--- src/rtl/rr_grant_arbiter.sv ---
// rtl/rr_grant_arbiter.sv - four-requester round-robin arbiter with registered one-hot grant and hold limit
module rr_grant_arbiter #(
  parameter int MAX_HOLD = 15
) (
  input  logic       clk,
  input  logic       rst_n,
  input  logic [3:0] req,
  input  logic       done,
  output logic [3:0] grant,
  output logic       busy,
  output logic       timeout
);

  generate
    if (MAX_HOLD < 0 || MAX_HOLD > 255) begin : g_bad_max_hold
      $error("rr_grant_arbiter: MAX_HOLD must be in 0..255");
    end
  endgenerate

  localparam logic [7:0] LP_MAX_HOLD = 8'(MAX_HOLD);

  typedef enum logic {
    S_IDLE  = 1'b0,
    S_GRANT = 1'b1
  } state_t;

  state_t     r_state, w_state_nxt;
  logic [1:0] r_ptr, w_ptr_nxt;
  logic [1:0] r_owner, w_owner_nxt;
  logic [7:0] r_hcnt, w_hcnt_nxt;
  logic [3:0] r_grant, w_grant_nxt;
  logic       r_timeout, w_timeout_nxt;

  logic [7:0] w_req_dbl;
  logic [3:0] w_req_rot;
  logic [1:0] w_offset;
  logic [1:0] w_winner;
  logic       w_found;
  logic       w_at_limit;

  // Rotate req so the pointer position lands in bit 0, then take the lowest set bit.
  assign w_req_dbl = {req, req} >> r_ptr;
  assign w_req_rot = w_req_dbl[3:0];

  always_comb begin
    w_found  = 1'b0;
    w_offset = 2'd0;
    if (w_req_rot[0]) begin
      w_found  = 1'b1;
      w_offset = 2'd0;
    end else if (w_req_rot[1]) begin
      w_found  = 1'b1;
      w_offset = 2'd1;
    end else if (w_req_rot[2]) begin
      w_found  = 1'b1;
      w_offset = 2'd2;
    end else if (w_req_rot[3]) begin
      w_found  = 1'b1;
      w_offset = 2'd3;
    end
  end

  assign w_winner   = r_ptr + w_offset;
  assign w_at_limit = (LP_MAX_HOLD != 8'd0) && (r_hcnt == LP_MAX_HOLD);

  always_comb begin
    w_state_nxt   = r_state;
    w_ptr_nxt     = r_ptr;
    w_owner_nxt   = r_owner;
    w_hcnt_nxt    = r_hcnt;
    w_grant_nxt   = r_grant;
    w_timeout_nxt = 1'b0;
    case (r_state)
      S_IDLE: begin
        w_grant_nxt = 4'b0000;
        if (w_found) begin
          w_state_nxt = S_GRANT;
          w_owner_nxt = w_winner;
          w_grant_nxt = 4'b0001 << w_winner;
          w_hcnt_nxt  = 8'd1;
        end
      end
      S_GRANT: begin
        if (done || !req[r_owner] || w_at_limit) begin
          w_state_nxt   = S_IDLE;
          w_grant_nxt   = 4'b0000;
          w_ptr_nxt     = r_owner + 2'd1;
          w_hcnt_nxt    = 8'd0;
          // done and a lost request both take precedence over the hold limit
          w_timeout_nxt = !done && req[r_owner];
        end else if (r_hcnt != 8'hFF) begin
          w_hcnt_nxt = r_hcnt + 8'd1;
        end
      end
      default: begin
        w_state_nxt = S_IDLE;
        w_grant_nxt = 4'b0000;
        w_hcnt_nxt  = 8'd0;
      end
    endcase
  end

  always_ff @(posedge clk) begin
    if (!rst_n) begin
      r_state   <= S_IDLE;
      r_ptr     <= 2'd0;
      r_owner   <= 2'd0;
      r_hcnt    <= 8'd0;
      r_grant   <= 4'b0000;
      r_timeout <= 1'b0;
    end else begin
      r_state   <= w_state_nxt;
      r_ptr     <= w_ptr_nxt;
      r_owner   <= w_owner_nxt;
      r_hcnt    <= w_hcnt_nxt;
      r_grant   <= w_grant_nxt;
      r_timeout <= w_timeout_nxt;
    end
  end

  assign grant   = r_grant;
  assign busy    = (r_state == S_GRANT);
  assign timeout = r_timeout;

endmodule

--- config.mk ---
export PLATFORM = sky130hd
export DESIGN_NAME = rr_grant_arbiter
export DESIGN_NICKNAME = d
export VERILOG_FILES = /design/src/rtl/rr_grant_arbiter.sv
export SDC_FILE = /design/constraint.sdc
export NUM_CORES = 1
export LEC_CHECK = 0
export ABC_AREA = 1
export ABC_CLOCK_PERIOD_IN_PS = 2500
export CORE_UTILIZATION = 45
export DETAILED_ROUTE_END_ITERATION = 8
export PLACE_DENSITY_LB_ADDON = 0.15
export RECOVER_POWER = 50
export SLEW_MARGIN = 30
export SYNTH_ARGS = -nofsm -noshare
export SYNTH_HDL_FRONTEND = slang
export SYNTH_SLANG_ARGS = --single-unit
--- constraint.sdc ---
create_clock -name clk -period 2.5 [get_ports clk]
set_clock_uncertainty 0.2 [all_clocks]
set_input_delay 0.75 -clock clk [delete_from_list [all_inputs] [get_ports clk]]
set_output_delay 0.75 -clock clk [all_outputs]
set_load 0.01 [all_outputs]
* Word level (Yosys, flattened, before mapping)
Cells that the tools add are included.
** Word-level totals
- ROM bits :: 0
- Register bits :: 18
- Output and inout bits :: 6
- Bits in latches :: 0
- Logic and storage cells :: 47
- Memories :: 0
- Memory bits (writable) :: 0
- Input bits :: 7
** Operators by class
- Equality and inequality tests :: 5
- Add/subtract/negate cells :: 3
- Shift-type cells :: 2
- $mul :: 0
- $lt $le $gt $ge :: 1
- Reduce and logical (&&, ||, !) cells :: 9
- Bitwise logic cells :: 1
- Mux-type cells :: 20
- Divide/modulo/power cells :: 0
** Operators by type and width (number)
- $mux 8 :: 3
- $pmux 8 s2 :: 1
- $add 8x1->8 const B :: 1
- $eq 8x4->1 const B :: 1
- $mux 2 :: 4
- $mux 4 :: 2
- $ne 8x8->1 const B :: 1
- $pmux 4 s2 :: 1
- $shr 8x2->4 :: 1
- $mux 1 :: 7
- $reduce_and 2->1 :: 3
- $shl 1x2->4 const A :: 1
- $lt 2x3->1 const B :: 1
- $ne 3x1->1 const B :: 1
- $reduce_and 3->1 :: 1
- $add 2x1->2 const B :: 1
- $add 2x2->2 :: 1
- $bmux 1 s2 :: 1
- $logic_not 1->1 :: 2
- $logic_or 1x1->1 :: 2
- $ne 2x1->1 const B :: 1
- $ne 2x2->1 const B :: 1
- $pmux 1 s2 :: 1
- $logic_and 1x1->1 :: 1
- $not 1->1 :: 1

* Logic depth before layout (Yosys ltp)
- Word-level depth :: 9
- Gate-level depth with buffers :: 13
- Gate-level depth less buffers :: 13

* Least setup slack after synthesis
No wires, ideal clock.
- Path kind :: input to register
- From :: in req[1]
- To :: reg r_grant[3], in the netlist grant[3]
- Setup slack :: 334 ps
- Path buffers :: 0
- Setup time :: 121 ps
- Arrival time :: 1845 ps
- Data required time :: 2179 ps
- Cell stages on the path :: 11
- Cells stage by stage :: nand2_1 nand3_1 nand2_2 nand3_1 a21boi_0 ha_1 xor2_1 nand3b_1 nand2_1 inv_1 o21ai_0
** On the way
- Word-level cells in the longest chain between the ends :: 9
- Elaborated cells between the ends (all ways) :: 19
- Those cells by class :: add/sub (1); eq/ne (1); shift (2); mux (12); reduce/logical (3)
** RTL lines
- from (decl) :: RTL line 7 : input logic [3:0] req,
- $shr 8x2->4 :: RTL line 42 : assign w_req_dbl = {req, req} >> r_ptr;
- $mux 2 :: RTL line 57 : end else if (w_req_rot[3]) begin
- $mux 2 :: RTL line 54 : end else if (w_req_rot[2]) begin
- $mux 2 :: RTL line 51 : end else if (w_req_rot[1]) begin
- $mux 2 :: RTL line 48 : if (w_req_rot[0]) begin
- $add 2x2->2 :: RTL line 63 : assign w_winner = r_ptr + w_offset;
- $shl 1x2->4 :: RTL line 79 : w_grant_nxt = 4'b0001 << w_winner;
- $mux 4 :: RTL line 76 : if (w_found) begin
- $pmux 4 s2 :: RTL line 73 : case (r_state)
- to (signal assigned) :: RTL line 116 : r_grant <= w_grant_nxt;
- to (decl) :: RTL line 31 : logic [3:0] r_grant, w_grant_nxt;
Several ways; a longest one is shown, not always the timed one. The select of a mux whose other input is x is not followed.
A chain may end at the register's enable or synchronous reset.

* Final worst setup path
- From :: in req[0]
- To :: reg r_hcnt[0]
** On the way
- Word-level cells in the longest chain between the ends :: 7
- Elaborated cells between the ends (all ways) :: 15
- Those cells by class :: eq/ne (2); shift (1); mux (8); reduce/logical (4)
** RTL lines
- $shr 8x2->4 / $bmux 1 s2 (equally long branches) :: RTL line 42, 84
- $mux 1 (on tied branches) :: RTL line 57, 84
- $mux 1 / $logic_not 1->1 (equally long branches) :: RTL line 54, 84
- $mux 1 / $logic_or 1x1->1 (equally long branches) :: RTL line 51, 84
- $mux 1 / $logic_or 1x1->1 (equally long branches) :: RTL line 48, 84
- $ne 2x2->1 (no source line) (tied with other cells)
- $reduce_and 2->1 (no source line) / $pmux 8 s2 (equally long branches)
- to (signal assigned) :: RTL line 115 : r_hcnt <= w_hcnt_nxt;
- to (decl) :: RTL line 30 : logic [7:0] r_hcnt, w_hcnt_nxt;
Several ways; a longest one is shown, not always the timed one. The select of a mux whose other input is x is not followed.

==> run summary <==
The run finished with clean final reports. The run gives 0 as the hold violation count in the final report. For the number of H-tree levels, the log shows 1.

Ranked by total cell area, the synthesized netlist is headed by sky130_fd_sc_hd__dfxtp_1 (32%), sky130_fd_sc_hd__nand2_1 (17%), sky130_fd_sc_hd__nand3_1 (12%), sky130_fd_sc_hd__inv_1 (7.0%), sky130_fd_sc_hd__nor2_1 (4.4%). The share of the clock period used by the worst path is 0.8585, and the placement-stage worst setup slack is -341.9 ps. Cell internal power was estimated by the tool at 643.2 uW. The worst setup path is of the in -> reg kind.

The worst setup path is captured at a flip-flop. The tree built by TritonCTS fans out to 18 sinks. Counting the fill cells in the layout gives 215. For the worst flop-to-flop path, the logic depth is 10. For the part of the Yosys area used for sequential elements, the log shows 0.3214. Setup repair after global routing left no endpoint under its margin. STA classifies the critical path startpoint as an input pin. The tools report the overflow left after global routing as 0.

The count of synthesis-stage warnings from yosys is 0. The count of cells along the worst hold path works out to 2. The global-route usage over all layers was 0.2136; the number of CTS-inserted buffers was 3. Of all nets on the critical path, the largest fanout is 5. The clock power share is 0.176, and the full die area is 2695 sq um. The fraction of power spent switching nets is 0.4042. For this run, the top clock speed supported by timing is 465.9 MHz.

For the instance area at placement, the log shows 1311 sq um. During placement, the flow inserted port buffers numbering 12. The share of Yosys cell area claimed by the top area cell type was 0.3214.

The total detailed-routing wirelength is 2514 um, and the power density of the placed cells is 792.9 nW/um^2. The core region is 2276 sq um. After clock tree synthesis, the clock-pin slew on the worst setup and hold paths is 110 ps. Post-CTS timing repair inserted 0 buffers for setup.

The logs give 0 for the number of inserted diodes and 11 for the maximum number of pins on one net before global-route repair. The tools report the final setup violation count as 0. The first global-routing pass estimated 4243 um of wire. The post-route worst setup slack is 353.7 ps, and the area growth from synthesis to layout is 21.43%. Measured along the x axis, the die boundary spans 51.91 um. For this design the total switching power over the nets is 436.3 uW. In this run the count of I/O pins placed on the die edge is 13. The library cells used most frequently in the layout, excluding fill and tap cells, are sky130_fd_sc_hd__nand2_1 (49), sky130_fd_sc_hd__nand3_1 (28), sky130_fd_sc_hd__inv_1 (21).

The class of the tightest hold or removal check was reg -> reg. The critical path goes through dlymetal6s2s_1 > nand2_1 > nand3_1 > nand2_1 > clkbuf_4 > nand2_1 > o21ai_0 > nand2_1 > o21ai_0 > inv_1. The number of detailed-route iterations in the first pass came out at 4.

The slowest stage of the critical path is the sky130_fd_sc_hd__o21ai_0 cell. Residual antenna-violating net count after detailed routing: 0. For the worst setup path, the data arrival time is 2170 ps. The later pin in the worst-skew pair is clocked with a latency of 310 ps. The biggest cell delay along the critical path is 300 ps.

In this run, placement finished with an instance count of 221. Via density per instance: 5.093. The cell type with the highest occurrence count on the critical path is sky130_fd_sc_hd__nand2_1. The filler-free cell count of the finished design was 225. IR analysis of the VDD net gives a maximum drop of 0.6592 mV. The DRC violation count after routing was 0. Summed over all cells, the static leakage comes to 0.6367 nW. In the synthesized netlist, the number of instances is 177.

The cell sitting at the root of the clock tree is a sky130_fd_sc_hd__clkbuf_4. TritonCTS built the clock tree. From bottom edge to top edge, the die measures 51.91 um. Averaged over all synthesized cells, the footprint is 6.334 sq um.

The starting density of the core came out at 0.4926. The share of total power in sequential cells was 0.362; the maximum buffer depth of the clock tree was 2. For this block, the initial DRC count from the detailed router was 43. In the final timing run, aggregate negative setup slack is 0 ps.

The most common cell after layout, fill and taps aside was sky130_fd_sc_hd__nand2_1. At the worst endpoint, the required time is 2520 ps. At the pin with the least slew margin, the transition time is 329.5 ps. Detailed routing inserted a total of 1146 vias. The initialized floorplan defines 17 standard-cell rows.

The number of nets in the final layout is 207, and the relative slew slack is 0.7780. The number of global-route vias before repair is 994. The final design area excluding fillers was 1361 sq um; the final RePlAce weighted congestion was 0.8698. For the count of different cell masters after synthesis, the log shows 26. After layout, the minimum clock period comes to 2146 ps. Summing every instance area after synthesis gives 1121 sq um. The number of hold buffers added after CTS was 0. Cell taking the most area after synthesis: sky130_fd_sc_hd__dfxtp_1. For the share of power burned in combinational logic, the log shows 0.462. The average wire length per cell after detail routing is 11.17 um, and the net count after synthesis is 186. The synthesis-stage register bit count was 18. The max-slew violation count is 0.

The number of antenna violations at the first check in global routing came out at 0. Fraction of layout instances using a drive strength above 1: 0.1168. The post-route core utilization is 0.5981, and the total of max-cap violations is 0.

The detailed-placement wirelength estimate was 1906 um.
## sequential cells by signal (all words and copies together), names as in the netlist
| name | flops |
|---|---|
| r_hcnt | 8 |
| grant | 4 |
| busy | 1 |
| r_ptr | 2 |
| r_owner | 2 |
| timeout | 1 |
## power by group through the flow
stage	Sequential [mW]	Combinational, mW	Clock, mW
floorplan	0.397	0.312	0
global placement	0.393	0.486	0
detailed placement	0.395	0.491	0
CTS	0.388	0.497	0.193
global route	0.398	0.562	0.200
finish	0.391	0.498	0.190
## synthesized netlist by cell type, drive strengths merged
cell type,instances
o21bai,1
buf,3
nand3b,2
nand2,55
inv,23
nand4,2
a21boi,1
clkbuf,1
a21oi,9
clkinv,1
nor3,3
dfxtp,18
nand3,28
xnor2,1
nor2,14
o22ai,2
ha,2
o21ai,6
xor2,5
## worst paths after layout
kind	from	to	slack, ps
min reg2reg	grant[2]	grant[2]	260
max	req[0]	r_hcnt[0]	350
max reg2reg	r_ptr[0]	r_hcnt[0]	380
min	grant[2]	grant[2]	260
## area by class of cell
type / count / area, sq um / area share
Tap cell: 28 / 35.03 / 0.02574
Multi-Input combinational cell: 131 / 649.4 / 0.4770
Clock buffer: 4 / 36.28 / 0.02665
Inverter: 24 / 90.09 / 0.06618
Sequential cell: 18 / 360.3 / 0.2647
Timing Repair Buffer: 20 / 190.2 / 0.1397
## kinds of logic after synthesis
kind of cell,Yosys count,synth area share
and+or+nand+nor,104,0.4118
buffers and inverters,28,0.1027
AOI/OAI and AO/OA,19,0.09486
DFF,18,0.3214
xor gates and xnor gates,6,0.04687
adders and majority gates,2,0.02232
## timing repair
action                     in CTS  in global routing
gates cloned                    0                  0
setup endpoints to repair       2                  5
resized for setup               1                  8
## per-stage QoR
step	hold WS (ps)	total power, mW
CTS	262.1	1.078
finish	259.4	1.079
global route	287.1	1.160
detailed placement	238.5	0.8856
floorplan	273.4	0.7089
global placement	240.9	0.8791
## critical path: cells and delay by family
family / cells / cell delay (ps)
and+or+nand+nor: 5 / 580
buffers and inverters: 3 / 330
AOI/OAI and AO/OA: 2 / 500
## metal layers
layer | up-vias | share of wire | global-route usage
li1 | 605 | - | -
met3 | 5 | 0.039 | 0.03509
met5 | - | 0 | 0
met1 | 511 | 0.51 | 0.3054
met4 | 0 | 0.018 | 0.1081
met2 | 25 | 0.43 | 0.3034
(Power assumes the default switching activity.)
